### config.mk
export PLATFORM = sky130hd
export DESIGN_NAME = button_conditioner_flat
export DESIGN_NICKNAME = d
export VERILOG_FILES = /design/src/rtl/button_pkg.sv /design/src/rtl/button_conditioner_if.sv /design/src/rtl/button_channel.sv /design/src/rtl/button_conditioner.sv /design/src/flat_wrapper.sv
export SDC_FILE = /design/constraint.sdc
export NUM_CORES = 1
export LEC_CHECK = 0
export ABC_AREA = 1
export CORE_MARGIN = 3
export CORE_UTILIZATION = 55
export DETAILED_ROUTE_END_ITERATION = 8
export GPL_TIMING_DRIVEN = 0
export PLACE_DENSITY = 0.84
export RECOVER_POWER = 50
export SYNTH_ARGS = -nofsm -noshare
export SYNTH_HDL_FRONTEND = slang
export SYNTH_SLANG_ARGS = --single-unit
### constraint.sdc
create_clock -name clk -period 4.67 [get_ports clk]
set_input_delay 1.1675 -clock clk [delete_from_list [all_inputs] [get_ports clk]]
set_output_delay 1.1675 -clock clk [all_outputs]
set_load 0.02 [all_outputs]
### src/rtl/button_pkg.sv
// button_pkg: constants and types shared by the button conditioner files.
//   CLK_HZ            nominal system clock (3.6864 MHz)
//   DEBOUNCE_CYC      stable cycles needed to accept a level change (5 ms)
//   REPEAT_DELAY_CYC  cycles from the first press pulse to the first repeat (500 ms)
//   REPEAT_RATE_CYC   cycles between later repeat pulses (100 ms)
//   rep_state_t       per-channel auto-repeat FSM state
package button_pkg;

  localparam int unsigned CLK_HZ           = 3686400;
  localparam int unsigned DEBOUNCE_CYC     = 18432;
  localparam int unsigned REPEAT_DELAY_CYC = 1843200;
  localparam int unsigned REPEAT_RATE_CYC  = 368640;

  typedef enum logic [1:0] {
    ST_IDLE   = 2'd0,
    ST_DELAY  = 2'd1,
    ST_REPEAT = 2'd2
  } rep_state_t;

endpackage

### src/rtl/button_conditioner_if.sv
// button_conditioner_if: pin and pulse bundle of the button conditioner.
//   button_A/B  raw asynchronous pins (pin side drives them)
//   level_a/b   debounced pressed state, 1 = pressed
//   press_a/b   one-cycle strobe on a press or an auto-repeat
//   chord       one-cycle strobe when both levels become 1
//   state_a/b   repeat-FSM state of each channel, for observation only
//
// Strobe semantics: there is no valid/ready handshake. Every press/chord
// strobe is high for exactly one clk cycle and is never held off or
// retried; the consumer must sample it on every clock edge. Levels are
// plain registered signals that may be sampled at any time.
interface button_conditioner_if;

  logic                   button_A;
  logic                   button_B;
  logic                   level_a;
  logic                   level_b;
  logic                   press_a;
  logic                   press_b;
  logic                   chord;
  button_pkg::rep_state_t state_a;
  button_pkg::rep_state_t state_b;

  // pin / consumer side
  modport master (
    output button_A, button_B,
    input  level_a, level_b, press_a, press_b, chord, state_a, state_b
  );

  // conditioner side
  modport slave (
    input  button_A, button_B,
    output level_a, level_b, press_a, press_b, chord, state_a, state_b
  );

endinterface

### src/rtl/button_channel.sv
// button_channel: one button: 2-flop synchroniser, debounce counter and
// auto-repeat FSM.
//   clk, rst    system clock, asynchronous active-high reset
//   pin_i       raw asynchronous pin
//   hold_i      freeze the repeat counter (both buttons held)
//   level_o     registered debounced level, 1 = pressed
//   level_d_o   next-cycle value of level_o (for chord detection upstream)
//   press_o     registered one-cycle press / repeat strobe
//   state_o     registered repeat-FSM state
module button_channel #(
  parameter int unsigned DEBOUNCE_CYC     = button_pkg::DEBOUNCE_CYC,
  parameter int unsigned REPEAT_DELAY_CYC = button_pkg::REPEAT_DELAY_CYC,
  parameter int unsigned REPEAT_RATE_CYC  = button_pkg::REPEAT_RATE_CYC,
  parameter bit          REPEAT_EN        = 1'b1,
  parameter bit          ACTIVE_LOW       = 1'b1
) (
  input  logic       clk,
  input  logic       rst,
  input  logic       pin_i,
  input  logic       hold_i,
  output logic       level_o,
  output logic       level_d_o,
  output logic       press_o,
  output button_pkg::rep_state_t state_o
);

  import button_pkg::*;

  localparam int unsigned REP_MAX = (REPEAT_DELAY_CYC > REPEAT_RATE_CYC) ?
                                    REPEAT_DELAY_CYC : REPEAT_RATE_CYC;
  localparam int unsigned DW = $clog2(DEBOUNCE_CYC + 1);
  localparam int unsigned RW = $clog2(REP_MAX + 1);

  localparam logic [DW-1:0] DEB_LAST  = DW'(DEBOUNCE_CYC - 1);
  localparam logic [RW-1:0] DLY_LAST  = RW'(REPEAT_DELAY_CYC - 1);
  localparam logic [RW-1:0] RATE_LAST = RW'(REPEAT_RATE_CYC - 1);
  // Released pin value: synchroniser resets here so reset release is quiet.
  localparam logic          PIN_IDLE  = ACTIVE_LOW;

  logic          sync1_q, sync2_q;
  logic          s2;
  logic          level_q, level_d;
  logic [DW-1:0] deb_cnt_q, deb_cnt_d;
  rep_state_t    state_q, state_d;
  logic [RW-1:0] rep_cnt_q, rep_cnt_d;
  logic          press_q, press_d;
  logic          rise, fall;

  always_ff @(posedge clk or posedge rst) begin
    if (rst) begin
      sync1_q <= PIN_IDLE;
      sync2_q <= PIN_IDLE;
    end else begin
      sync1_q <= pin_i;
      sync2_q <= sync1_q;
    end
  end

  assign s2 = sync2_q ^ ACTIVE_LOW;

  // Debounce: count consecutive disagreeing cycles; any agreement clears.
  always_comb begin
    level_d   = level_q;
    deb_cnt_d = '0;
    if (s2 != level_q) begin
      if (deb_cnt_q == DEB_LAST) begin
        level_d = ~level_q;
      end else begin
        deb_cnt_d = deb_cnt_q + 1'b1;
      end
    end
  end

  assign rise = level_d & ~level_q;
  assign fall = level_q & ~level_d;

  // Repeat FSM. Decisions use level_d so the first press strobe lands in
  // the same cycle the registered level goes high.
  always_comb begin
    state_d   = state_q;
    rep_cnt_d = rep_cnt_q;
    press_d   = 1'b0;
    if (fall) begin
      state_d   = ST_IDLE;
      rep_cnt_d = '0;
    end else begin
      case (state_q)
        ST_IDLE: begin
          if (rise) begin
            state_d   = ST_DELAY;
            rep_cnt_d = '0;
            press_d   = 1'b1;
          end
        end
        ST_DELAY: begin
          // Without auto-repeat DELAY simply waits for release.
          if (REPEAT_EN && !hold_i) begin
            if (rep_cnt_q == DLY_LAST) begin
              state_d   = ST_REPEAT;
              rep_cnt_d = '0;
              press_d   = 1'b1;
            end else begin
              rep_cnt_d = rep_cnt_q + 1'b1;
            end
          end
        end
        ST_REPEAT: begin
          if (!hold_i) begin
            if (rep_cnt_q == RATE_LAST) begin
              rep_cnt_d = '0;
              press_d   = 1'b1;
            end else begin
              rep_cnt_d = rep_cnt_q + 1'b1;
            end
          end
        end
        default: begin
          state_d   = ST_IDLE;
          rep_cnt_d = '0;
        end
      endcase
    end
  end

  always_ff @(posedge clk or posedge rst) begin
    if (rst) begin
      level_q   <= 1'b0;
      deb_cnt_q <= '0;
      state_q   <= ST_IDLE;
      rep_cnt_q <= '0;
      press_q   <= 1'b0;
    end else begin
      level_q   <= level_d;
      deb_cnt_q <= deb_cnt_d;
      state_q   <= state_d;
      rep_cnt_q <= rep_cnt_d;
      press_q   <= press_d;
    end
  end

  assign level_o   = level_q;
  assign level_d_o = level_d;
  assign press_o   = press_q;
  assign state_o   = state_q;

endmodule

### src/rtl/button_conditioner.sv
// button_conditioner: conditions the two push-button pins into debounced
// levels, press/auto-repeat strobes and a chord strobe.
//   clk, rst  system clock (3.6864 MHz), asynchronous active-high reset
//   btn_if    button_conditioner_if.slave: pins in; levels, strobes,
//             chord and FSM states out
// Holds only the chord detect and the repeat-suppress gating; each button
// is handled by a button_channel.
module button_conditioner #(
  parameter int unsigned DEBOUNCE_CYC     = button_pkg::DEBOUNCE_CYC,
  parameter int unsigned REPEAT_DELAY_CYC = button_pkg::REPEAT_DELAY_CYC,
  parameter int unsigned REPEAT_RATE_CYC  = button_pkg::REPEAT_RATE_CYC,
  parameter bit          REPEAT_EN        = 1'b1,
  parameter bit          ACTIVE_LOW       = 1'b1
) (
  input  logic clk,
  input  logic rst,
  button_conditioner_if.slave btn_if
);

  import button_pkg::*;

  logic       level_a, level_b;
  logic       level_a_d, level_b_d;
  logic       press_a, press_b;
  rep_state_t state_a, state_b;
  logic       hold;
  logic       chord_q, chord_d;

  // Repeat counters freeze while both debounced levels are high.
  assign hold = level_a & level_b;

  button_channel #(
    .DEBOUNCE_CYC    (DEBOUNCE_CYC),
    .REPEAT_DELAY_CYC(REPEAT_DELAY_CYC),
    .REPEAT_RATE_CYC (REPEAT_RATE_CYC),
    .REPEAT_EN       (REPEAT_EN),
    .ACTIVE_LOW      (ACTIVE_LOW)
  ) u_chan_a (
    .clk      (clk),
    .rst      (rst),
    .pin_i    (btn_if.button_A),
    .hold_i   (hold),
    .level_o  (level_a),
    .level_d_o(level_a_d),
    .press_o  (press_a),
    .state_o  (state_a)
  );

  button_channel #(
    .DEBOUNCE_CYC    (DEBOUNCE_CYC),
    .REPEAT_DELAY_CYC(REPEAT_DELAY_CYC),
    .REPEAT_RATE_CYC (REPEAT_RATE_CYC),
    .REPEAT_EN       (REPEAT_EN),
    .ACTIVE_LOW      (ACTIVE_LOW)
  ) u_chan_b (
    .clk      (clk),
    .rst      (rst),
    .pin_i    (btn_if.button_B),
    .hold_i   (hold),
    .level_o  (level_b),
    .level_d_o(level_b_d),
    .press_o  (press_b),
    .state_o  (state_b)
  );

  // Chord fires on the edge where the AND of the levels rises, aligned
  // with the registered levels (and with both press strobes when the two
  // levels rise together).
  assign chord_d = (level_a_d & level_b_d) & ~(level_a & level_b);

  always_ff @(posedge clk or posedge rst) begin
    if (rst) begin
      chord_q <= 1'b0;
    end else begin
      chord_q <= chord_d;
    end
  end

  assign btn_if.level_a = level_a;
  assign btn_if.level_b = level_b;
  assign btn_if.press_a = press_a;
  assign btn_if.press_b = press_b;
  assign btn_if.chord   = chord_q;
  assign btn_if.state_a = state_a;
  assign btn_if.state_b = state_b;

endmodule
### src/flat_wrapper.sv
// flat-port wrapper written by rule: the top's interface ports become plain ports
module button_conditioner_flat import button_pkg::*;
#(
  parameter int unsigned DEBOUNCE_CYC     = button_pkg::DEBOUNCE_CYC,
  parameter int unsigned REPEAT_DELAY_CYC = button_pkg::REPEAT_DELAY_CYC,
  parameter int unsigned REPEAT_RATE_CYC  = button_pkg::REPEAT_RATE_CYC,
  parameter bit          REPEAT_EN        = 1'b1,
  parameter bit          ACTIVE_LOW       = 1'b1
)
  (clk, rst, btn_if_button_A, btn_if_button_B, btn_if_level_a, btn_if_level_b, btn_if_press_a, btn_if_press_b, btn_if_chord, btn_if_state_a, btn_if_state_b);
  button_conditioner_if btn_if_i ();
  input  logic clk;
  input  logic rst;
  input wire logic [$bits(btn_if_i.button_A)-1:0] btn_if_button_A;
  input wire logic [$bits(btn_if_i.button_B)-1:0] btn_if_button_B;
  output wire logic [$bits(btn_if_i.level_a)-1:0] btn_if_level_a;
  output wire logic [$bits(btn_if_i.level_b)-1:0] btn_if_level_b;
  output wire logic [$bits(btn_if_i.press_a)-1:0] btn_if_press_a;
  output wire logic [$bits(btn_if_i.press_b)-1:0] btn_if_press_b;
  output wire logic [$bits(btn_if_i.chord)-1:0] btn_if_chord;
  output wire logic [$bits(btn_if_i.state_a)-1:0] btn_if_state_a;
  output wire logic [$bits(btn_if_i.state_b)-1:0] btn_if_state_b;
  assign btn_if_i.button_A = btn_if_button_A;
  assign btn_if_i.button_B = btn_if_button_B;
  assign btn_if_level_a = btn_if_i.level_a;
  assign btn_if_level_b = btn_if_i.level_b;
  assign btn_if_press_a = btn_if_i.press_a;
  assign btn_if_press_b = btn_if_i.press_b;
  assign btn_if_chord = btn_if_i.chord;
  assign btn_if_state_a = btn_if_i.state_a;
  assign btn_if_state_b = btn_if_i.state_b;
  button_conditioner #(.DEBOUNCE_CYC(DEBOUNCE_CYC), .REPEAT_DELAY_CYC(REPEAT_DELAY_CYC), .REPEAT_RATE_CYC(REPEAT_RATE_CYC), .REPEAT_EN(REPEAT_EN), .ACTIVE_LOW(ACTIVE_LOW)) u_core (.clk(clk), .rst(rst), .btn_if(btn_if_i));
endmodule
==> results.md <==
* Placed cell areas at 5890 µm²
* Overall power at 1.31 mW
* Ant diodes at 0
* Crit-path max FO at 6
* Final net count at 827
* CP Class: flip-flop to output pin
* Relative slew slack at 56.0%
* Max incr delay on CP at 0.66 ns
* CP startpoint kind: flip-flop
* Worst VDD drop at 0.175 mV
* Prevailing post-synth register cell: dfrtp_1
* Hold_buf cts at 0
* GRT Max-Usage Layer: met2
* First-pass GRT wire length at 22000 µm
* # setup viols final at 0
* Static Leak at 2.76 nW
* H-tree Lvls at 3
* Root buf cell: clkbuf_8
* Starting density of the core at 56.8%
* Initial antenna violation count at 0
* Netlist cell types at 41
* CTS buffer count at 9
* Routed WL per cell at 13.4 µm
* Pwr dens at 216 nW/µm²
* Clk_lat worst skew at 0.36 ns
* Worst-margin pin slew at 0.656 ns
* Core area at 9820 µm²
* Fillers at 897
* Total number of vias at 5142
* DP Cell Count at 930
* Top cell type's share of synthesized area at 36.4%
* Clock Sinks at 85
* Yosys warnings at 0
* EDFF count, synth at 0
* RD Place Congestion at 0.927
* Row count at 36
* Reg clk slew, reported paths at 0.10 ns
* Worst path top cell family by delay: buffers and inverters
* Overflow after GRT at 0
* Crit path DAT at 1.51 ns
* Final Slew Violations at 0
* Buf+Inv Stages, Crit Path at 1
* Met1 Usage GRT at 32.0%
* Area grow syn2layout at 9.00%
* Num ports at 13
* Top cells by area, synth: dfrtp_1 36%, nand2_1 13%, nor2_1 7.5%
* Fin crit period at 2.68 ns
* Final antenna-violating net count at 0
* Final count of hold timing violations at 0
* Status: finished clean
* Mapped Area at 5570 µm²
* Cell Count, Final, Fillers Out at 946
* Synth Net Count at 803
* Tot GR Track Use at 23.5%
* Yosys reg bits at 85
* GR Layer Usage met3 at 2.83%
* Critical Path RT at 3.50 ns
* Setup ws final at 1.99 ns
* Top cell type by total area after synthesis: dfrtp_1
* CP Capture Type: output pin
* Met2 Use GR at 38.4%
* Fin Setup TNS at 0 ns
* Slowest CP cell: clkdlybuf4s50_1
* DRC errors left at 0
* DRT iter0 DRCs at 327
* Final core occ at 61.9%
* Die Footprint at 11400 µm²
* DR pass1 iterations at 5
* Max clock buf depth at 2
* Post-cts sizing count at 0
* Place WS at 2.36 ns
* Synth async-reset ratio at 100%
* Layout cells sized above 1 at 6.89%
* Mapped Cells at 784
* Unrepaired setup endpoints after global routing: no
* # Max-Cap Violations at 0
* Post-CTS Setup Bufs at 0
* Worst hold margin at 0.371 ns
* Max Clock Freq at 0.373 GHz
* Routed WL at 12600 µm
* CTS tree: built
* Setup Skew at 0.0154 ns
* Die Height at 107 µm
* Post-synthesis sequential area ratio at 38.2%
* I/O Buffers at 12
* DR vias/cell at 5.44
* Fin crit share at 57.4%
* DIE WIDTH at 107 µm
* HPWL after detailed placement at 9130 µm
* Avg Cell Area, Syn at 7.11 µm²
* Ordered list of cells on the worst path: clkdlybuf4s50_1
* Largest net degree at the start of global routing at 74
* Post-route cell area at 6080 µm²
* Vias in the first global route at 4849
* Worst Hold Class: flip-flop to flip-flop
-- registers in the layout, summed over array words and instances, names as in the netlist, 2 cells and up --
| signal | cells |
|---|---|
| u_core.u_chan_b.state_o | 2 |
| u_core.u_chan_a.rep_cnt_q | 21 |
| u_core.u_chan_a.deb_cnt_q | 15 |
| u_core.u_chan_b.deb_cnt_q | 15 |
| u_core.u_chan_b.rep_cnt_q | 21 |
| u_core.u_chan_a.state_o | 2 |
-- layout by cell type (no fill, tap or decap), types with 2 or more instances in the layout --
master           netlist  layout
buf_2                  2       2
o21a_1                 2       2
a211oi_1               3       3
ha_1                  15      15
nand3_1               82      83
a221oi_1               2       2
clkdlybuf4s50_1        0       9
nand2_1              189     189
o21ai_2                6       6
nor2_1               111     112
inv_2                  2       2
dlygate4sd3_1          0       3
nand3_2                8       7
o21ai_0               24      24
nand2_2                3       3
clkbuf_8               0       9
buf_6                  3       3
xnor2_1                4       4
nand4_1               30      30
dfstp_2                4       2
nor3_1                18      18
nor4_1                 2       2
nand3b_1               4       4
dfrtp_1               81      81
clkbuf_1               6       6
nor2_4                 4       3
dfstp_1                0       2
xor2_1                19      19
inv_1                104     103
o21bai_1               3       3
a31oi_1                2       2
nand2b_1               2       2
o211ai_1               4       4
nor2_2                 3       3
a21oi_1               16      16
inv_8                  0       3
o21ai_1               17      17
-- metal layers --
layer,vias to the layer above,wire length [µm]
met3,31,615
met1,2360,5820
met2,154,5930
li1,2597,-
met4,0,276
met5,-,0
-- area by class of cell --
cell class | instances | area [µm²] | area share [%]
sequential | 85 | 2130 | 35.1
clock buffer | 9 | 124 | 2.04
clock inverter | 7 | 75.1 | 1.24
inverter | 107 | 405 | 6.67
tap | 133 | 166 | 2.74
buffer | 11 | 66.3 | 1.09
multi-input combinational | 581 | 2960 | 48.7
timing repair buffer | 13 | 148 | 2.43
-- worst paths after layout --
path                                         startpoint                             to  slack, ns  depth (start not counted)
max                             u_core.u_chan_b.level_o                 btn_if_level_b       1.99                          1
min                             u_core.u_chan_b.sync1_q        u_core.u_chan_b.sync2_q       0.37                          0
max reg2reg                u_core.u_chan_a.deb_cnt_q[0]  u_core.u_chan_a.rep_cnt_q[13]       2.25                          9
min reg2reg                     u_core.u_chan_b.sync1_q        u_core.u_chan_b.sync2_q       0.37                          0
max in group asynchronous                           rst        u_core.u_chan_a.sync1_q       2.62                          3
min in group asynchronous                           rst   u_core.u_chan_b.rep_cnt_q[8]       1.31                          2
-- power by group --
group / switching, mW / total [mW] / internal [mW]
clock: 0.321 / 0.533 / 0.212
sequential: 0.00439 / 0.747 / 0.742
combinational: 0.0253 / 0.0353 / 0.00993
total: 0.350 / 1.31 / 0.964
-- kinds of logic after synthesis --
family,share of synthesized area [%]
AO/OA/AOI/OAI,8.89
flip-flops,38.2
AND/OR/NAND/NOR,37.4
adder cells (fa/ha/maj),3.37
buffers and inverters,8.44
XOR/XNOR,3.61
-- Yosys cell counts (all sizes together), types with 2 or more instances --
cell type and n:
a211oi 3, a21oi 16, a221oi 2, a31oi 2
buf 5, clkbuf 6, dfrtp 81, dfstp 4
ha 15, inv 107, nand2 193, nand2b 2
nand3 91, nand3b 4, nand4 31, nor2 118
nor3 18, nor4 2, o211ai 5, o21a 2
o21ai 48, o21bai 3, xnor2 4, xor2 19
No activity file was read; power rests on OpenSTA's default activity.
